===== src/rtl/dcache_line_adapter.sv =====
// dcache_line_adapter
//   Responder for the data cache's DFP line interface. Takes one 256-bit line
//   read or write request at a time and turns it into a BEATS-beat burst of
//   BEAT_W-bit beats on the memory port. It returns a one-cycle dfp_resp
//   pulse when the burst finishes.
//
// Ports
//   clk, rst      clock, asynchronous active-high reset
//   dfp_addr      line address from the cache (byte-in-line bits ignored)
//   dfp_read      line read request, level, held until dfp_resp
//   dfp_write     line write request, level, held until dfp_resp (wins over read)
//   dfp_wdata     writeback line data
//   dfp_rdata     returned line, valid with dfp_resp, held until the next read completes
//   dfp_resp      one-cycle completion pulse
//   bmem_addr     line-aligned burst address
//   bmem_read     burst read request, held until bmem_ready
//   bmem_write    write beat valid
//   bmem_wdata    write beat data
//   bmem_ready    memory accepts the read request / write beat this cycle
//   bmem_rdata    read beat data
//   bmem_rvalid   read beat valid
module dcache_line_adapter #(
  parameter int unsigned BEAT_W = 64,
  parameter int unsigned BEATS  = 4
) (
  input  logic                    clk,
  input  logic                    rst,
  input  logic [31:0]             dfp_addr,
  input  logic                    dfp_read,
  input  logic                    dfp_write,
  input  logic [BEAT_W*BEATS-1:0] dfp_wdata,
  output logic [BEAT_W*BEATS-1:0] dfp_rdata,
  output logic                    dfp_resp,
  output logic [31:0]             bmem_addr,
  output logic                    bmem_read,
  output logic                    bmem_write,
  output logic [BEAT_W-1:0]       bmem_wdata,
  input  logic                    bmem_ready,
  input  logic [BEAT_W-1:0]       bmem_rdata,
  input  logic                    bmem_rvalid
);

  localparam int unsigned LINE_W = BEAT_W * BEATS;
  localparam int unsigned OFF_W  = $clog2(LINE_W / 8);
  localparam int unsigned CNT_W  = (BEATS > 1) ? $clog2(BEATS) : 1;
  localparam logic [CNT_W-1:0] LAST = CNT_W'(BEATS - 1);

  typedef enum logic [2:0] {
    IDLE,
    RD_REQ,
    RD_DATA,
    WR_DATA,
    DONE
  } state_t;

  state_t                       state_q, state_d;
  logic [CNT_W-1:0]             cnt_q;
  logic [31:0]                  addr_q;
  // Shared line buffer: holds the writeback line, or collects read beats.
  logic [BEATS-1:0][BEAT_W-1:0] line_q, line_d;
  logic [LINE_W-1:0]            rdata_q;

  // Byte-in-line address bits are dropped on capture.
  logic unused_addr_bits;
  assign unused_addr_bits = ^dfp_addr[OFF_W-1:0];

  always_ff @(posedge clk or posedge rst) begin
    if (rst) state_q <= IDLE;
    else     state_q <= state_d;
  end

  always_comb begin
    state_d = state_q;
    case (state_q)
      IDLE: begin
        if (dfp_write)     state_d = WR_DATA;
        else if (dfp_read) state_d = RD_REQ;
      end
      RD_REQ:  if (bmem_ready)                   state_d = RD_DATA;
      RD_DATA: if (bmem_rvalid && cnt_q == LAST) state_d = DONE;
      WR_DATA: if (bmem_ready && cnt_q == LAST)  state_d = DONE;
      DONE:    state_d = IDLE;
      default: state_d = IDLE;
    endcase
  end

  // Line buffer with the incoming read beat merged into its slot.
  always_comb begin
    line_d        = line_q;
    line_d[cnt_q] = bmem_rdata;
  end

  always_ff @(posedge clk or posedge rst) begin
    if (rst) begin
      cnt_q   <= '0;
      addr_q  <= '0;
      line_q  <= '0;
      rdata_q <= '0;
    end else begin
      case (state_q)
        IDLE: begin
          if (dfp_write || dfp_read) begin
            addr_q <= {dfp_addr[31:OFF_W], {OFF_W{1'b0}}};
            cnt_q  <= '0;
            if (dfp_write) line_q <= dfp_wdata;
          end
        end
        RD_DATA: begin
          if (bmem_rvalid) begin
            line_q <= line_d;
            cnt_q  <= cnt_q + 1'b1;
            // dfp_rdata only changes when a complete line has arrived.
            if (cnt_q == LAST) rdata_q <= line_d;
          end
        end
        WR_DATA: begin
          if (bmem_ready) cnt_q <= cnt_q + 1'b1;
        end
        default: ;
      endcase
    end
  end

  always_comb begin
    dfp_resp   = (state_q == DONE);
    dfp_rdata  = rdata_q;
    bmem_read  = (state_q == RD_REQ);
    bmem_write = (state_q == WR_DATA);
    bmem_addr  = addr_q;
    bmem_wdata = (state_q == WR_DATA) ? line_q[cnt_q] : '0;
  end

endmodule


===== config.mk =====
export PLATFORM = sky130hd
export DESIGN_NAME = dcache_line_adapter
export DESIGN_NICKNAME = d
export VERILOG_FILES = /design/src/rtl/dcache_line_adapter.sv
export SDC_FILE = /design/constraint.sdc
export NUM_CORES = 1
export LEC_CHECK = 0
export ABC_AREA = 1
export ABC_CLOCK_PERIOD_IN_PS = 19900
export CAP_MARGIN = 20
export CORE_AREA = 3 3 278 280
export CTS_BUF_LIST = sky130_fd_sc_hd__clkbuf_4 sky130_fd_sc_hd__clkbuf_8
export CTS_CLUSTER_DIAMETER = 30
export DETAILED_ROUTE_END_ITERATION = 16
export DIE_AREA = 0 0 281 283
export PLACE_DENSITY = 0.68
export SETUP_SLACK_MARGIN = 0.2
export SYNTH_ARGS = -nofsm -noshare
export SYNTH_HDL_FRONTEND = slang
export SYNTH_SLANG_ARGS = --single-unit

===== constraint.sdc =====
create_clock -name clk -period 19.9 [get_ports clk]
set_input_delay 3.98 -clock clk [delete_from_list [all_inputs] [get_ports clk]]
set_output_delay 3.98 -clock clk [all_outputs]
set_load 0.05 [all_outputs]

==> results.cfg <==
[clocking]
cts_hold_buf = 0
htreeDepth = 4
clock-root-buffer = clkbuf_8
clock_path_buffers = 3
clock_latency_ns = 0.78
path_clk_slew_ns = 0.05
cts_setup_buffers = 0
cts-resized-gates = 0
numCtsBuffers = 144
cts_tree = built
cts_sinks = 544

[drt]
first_pass_iters = 5
wl_per_cell_um = 19.4
detail-route-antenna-nets = 0
vias_per_cell = 5.07
routed_wl_mm = 118
vias = 30800
drt_iter0_markers = 2417
drc = 0

[setup_path]
arrival_ns = 4.41
crit_required_ns = 15.92
critPathSlowestCell = clkdlybuf4s50_1
crit_path_max_fanout = 67
worst-setup-path-type = reg2out
worst_setup_path_start_kind = register
crit_path_end_kind = output port
slowest_delay_ns = 0.85
path_cells = inv_4 > buf_4 > o21ai_0 > a21oi_1 > clkdlybuf4s50_1

[finish]
multi_input_area_um2 = 13400
layout_common_cells = 2343 x nand2_1, 702 x clkdlybuf4s50_1, 672 x o21ai_0, 542 x dfrtp_1, 288 x inv_1
seqCellArea_um2 = 13600
drive_above_1_share_pct = 6.34
fillCellCount = 7219
final_area_um2 = 40300
syn_to_final_growth_pct = 37.0
final_common_cell = nand2_1
layout.nets = 5325
fin_util_pct = 54.0

[global_routing]
grt_pass1_wl_mm = 178
overflow = 0
antenna_found_initial = 28
grt_pass1_vias = 29500
grt_max_degree = 194
grtUsageTotal_pct = 28.8

[synthesis]
synth.cell_area_um2 = 29500
ys_seq_elements = 544
syn_inst = 4387
syn_area_per_cell_um2 = 6.71
yosysWarningCount = 0
ys_types = 22
ys_seq_area_share_pct = 46.2

[place]
place_congestion = 0.932
post-place-ws_ns = 11.97
hpwl_mm = 74.5
portBuffers = 702
post_dp_cell_area_um2 = 36700

[floorplan]
die_h_um = 283
initial_core_util_pct = 39.4
core-area_um2 = 74700
placementRows = 100
dieArea_um2 = 79500
io_pins = 713
die_w_um = 281

[timing]
fin_setup_tns_ns = 0
timing_hold_violations_final = 0
setup_violations = 0
post-route-period-util_pct = 42.2
final_critical_path_setup_slack_ns = 11.51
fmax_ghz = 0.119
min_period_ns = 8.39
rsz0062_at_grt = false
fin_skew_ns = 0.0636
slew_viol_final = 0
worst_slew_pin_slew_ns = 1.15
relSlewSlack_pct = 23.1

[pwr]
ir_worst_vdd_v = 0.000113
p_per_area_nw_per_um2 = 195
power_leakage_nw = 20.6

[min_path]
hold_class = reg2reg

[flow_run]
maxCapViolations = 0

[run_status]
outcome = finished clean
-- final cells by class --
cell class,count,area share (%)
Sequential cell,544,33.8
Inverter,294,2.78
Clock buffer,186,6.13
Timing Repair Buffer,739,18.2
Antenna cell,21,0.130
Tap cell,969,3.01
Clock inverter,79,2.69
Multi-Input combinational cell,3240,33.3
-- worst paths after layout --
kind	from	end	slack, ns	cells past startpoint
max	cnt_q[0]	bmem_wdata[28]	11.51	5
min	line_q[187]	line_q[187]	0.47	2
max reg2reg	cnt_q[1]	dfp_rdata[172]	14.88	8
min reg2reg	line_q[187]	line_q[187]	0.47	2
max in group asynchronous	rst	line_q[163]	12.92	5
min in group asynchronous	rst	dfp_rdata[197]	3.79	2
-- cells in the mapped netlist, drive strengths merged --
master,n,area (µm²)
inv,293,1100
nand3b,1,7.51
o21ai,672,3360
nand2,2346,8810
buf,164,860
clkbuf,149,559
ha,4,50.1
a21oi,193,966
conb,1,3.75
nor3,1,5.00
clkinv,1,3.75
nand3,9,55.1
o211ai,2,15.0
nor2,7,43.8
dfrtp,544,13600
-- critical path: cells and delay by family, from the launching register on --
| kind | cells | cell delay (ns) |
|---|---|---|
| compound gates | 2 | 0.63 |
| buf+inv | 3 | 2.29 |
| flops | 1 | 0.67 |
-- report_power, final --
group / internal [mW] / switching [mW]
Combinational: 1.17 / 2.96
Clock: 1.13 / 0.641
Sequential: 1.64 / 0.323
Total: 3.93 / 3.93
-- through the flow --
| step | hold WS, ns | cells | power [mW] |
|---|---|---|---|
| after floorplan | 0.449 | 4391 | 4.69 |
| after global placement | 0.461 | 5785 | 6.03 |
| after detailed placement | 0.464 | 5785 | 6.08 |
| after CTS | 0.479 | 6050 | 7.88 |
| after global routing | 0.495 | 6064 | 8.37 |
| final | 0.473 | 6072 | 7.86 |
-- routing by layer --
metal | global-route usage [%] | part of all wire, % | up-vias | routed length (µm)
met4 | 14.1 | 4.4 | 18 | 5200
met2 | 45.7 | 46 | 1317 | 54200
met3 | 8.60 | 9.2 | 294 | 10800
li1 | - | - | 14800 | -
met5 | 0 | 0.096 | - | 113
met1 | 35.9 | 40 | 14400 | 47300
-- state kept, by name, summed over array words and instances, names as in the netlist --
register / cells
bmem_addr: 27
cnt_q: 2
dfp_rdata: 256
line_q: 256
state_q: 3
-- kinds of logic (layout without fill, tap and decap cells) --
logic type                 count (synthesis)  after routing  synth area share [%]
DFF                                      544            544                  46.2
and+or+nand+nor                         2364           2364                  30.3
adders and majority gates                  4              4                 0.170
other                                      1             26                0.0127
AOI/OAI and AO/OA                        867            867                  14.8
buffers and inverters                    607           1298                  8.56
Note: power is estimated with default switching activity, not from simulation.
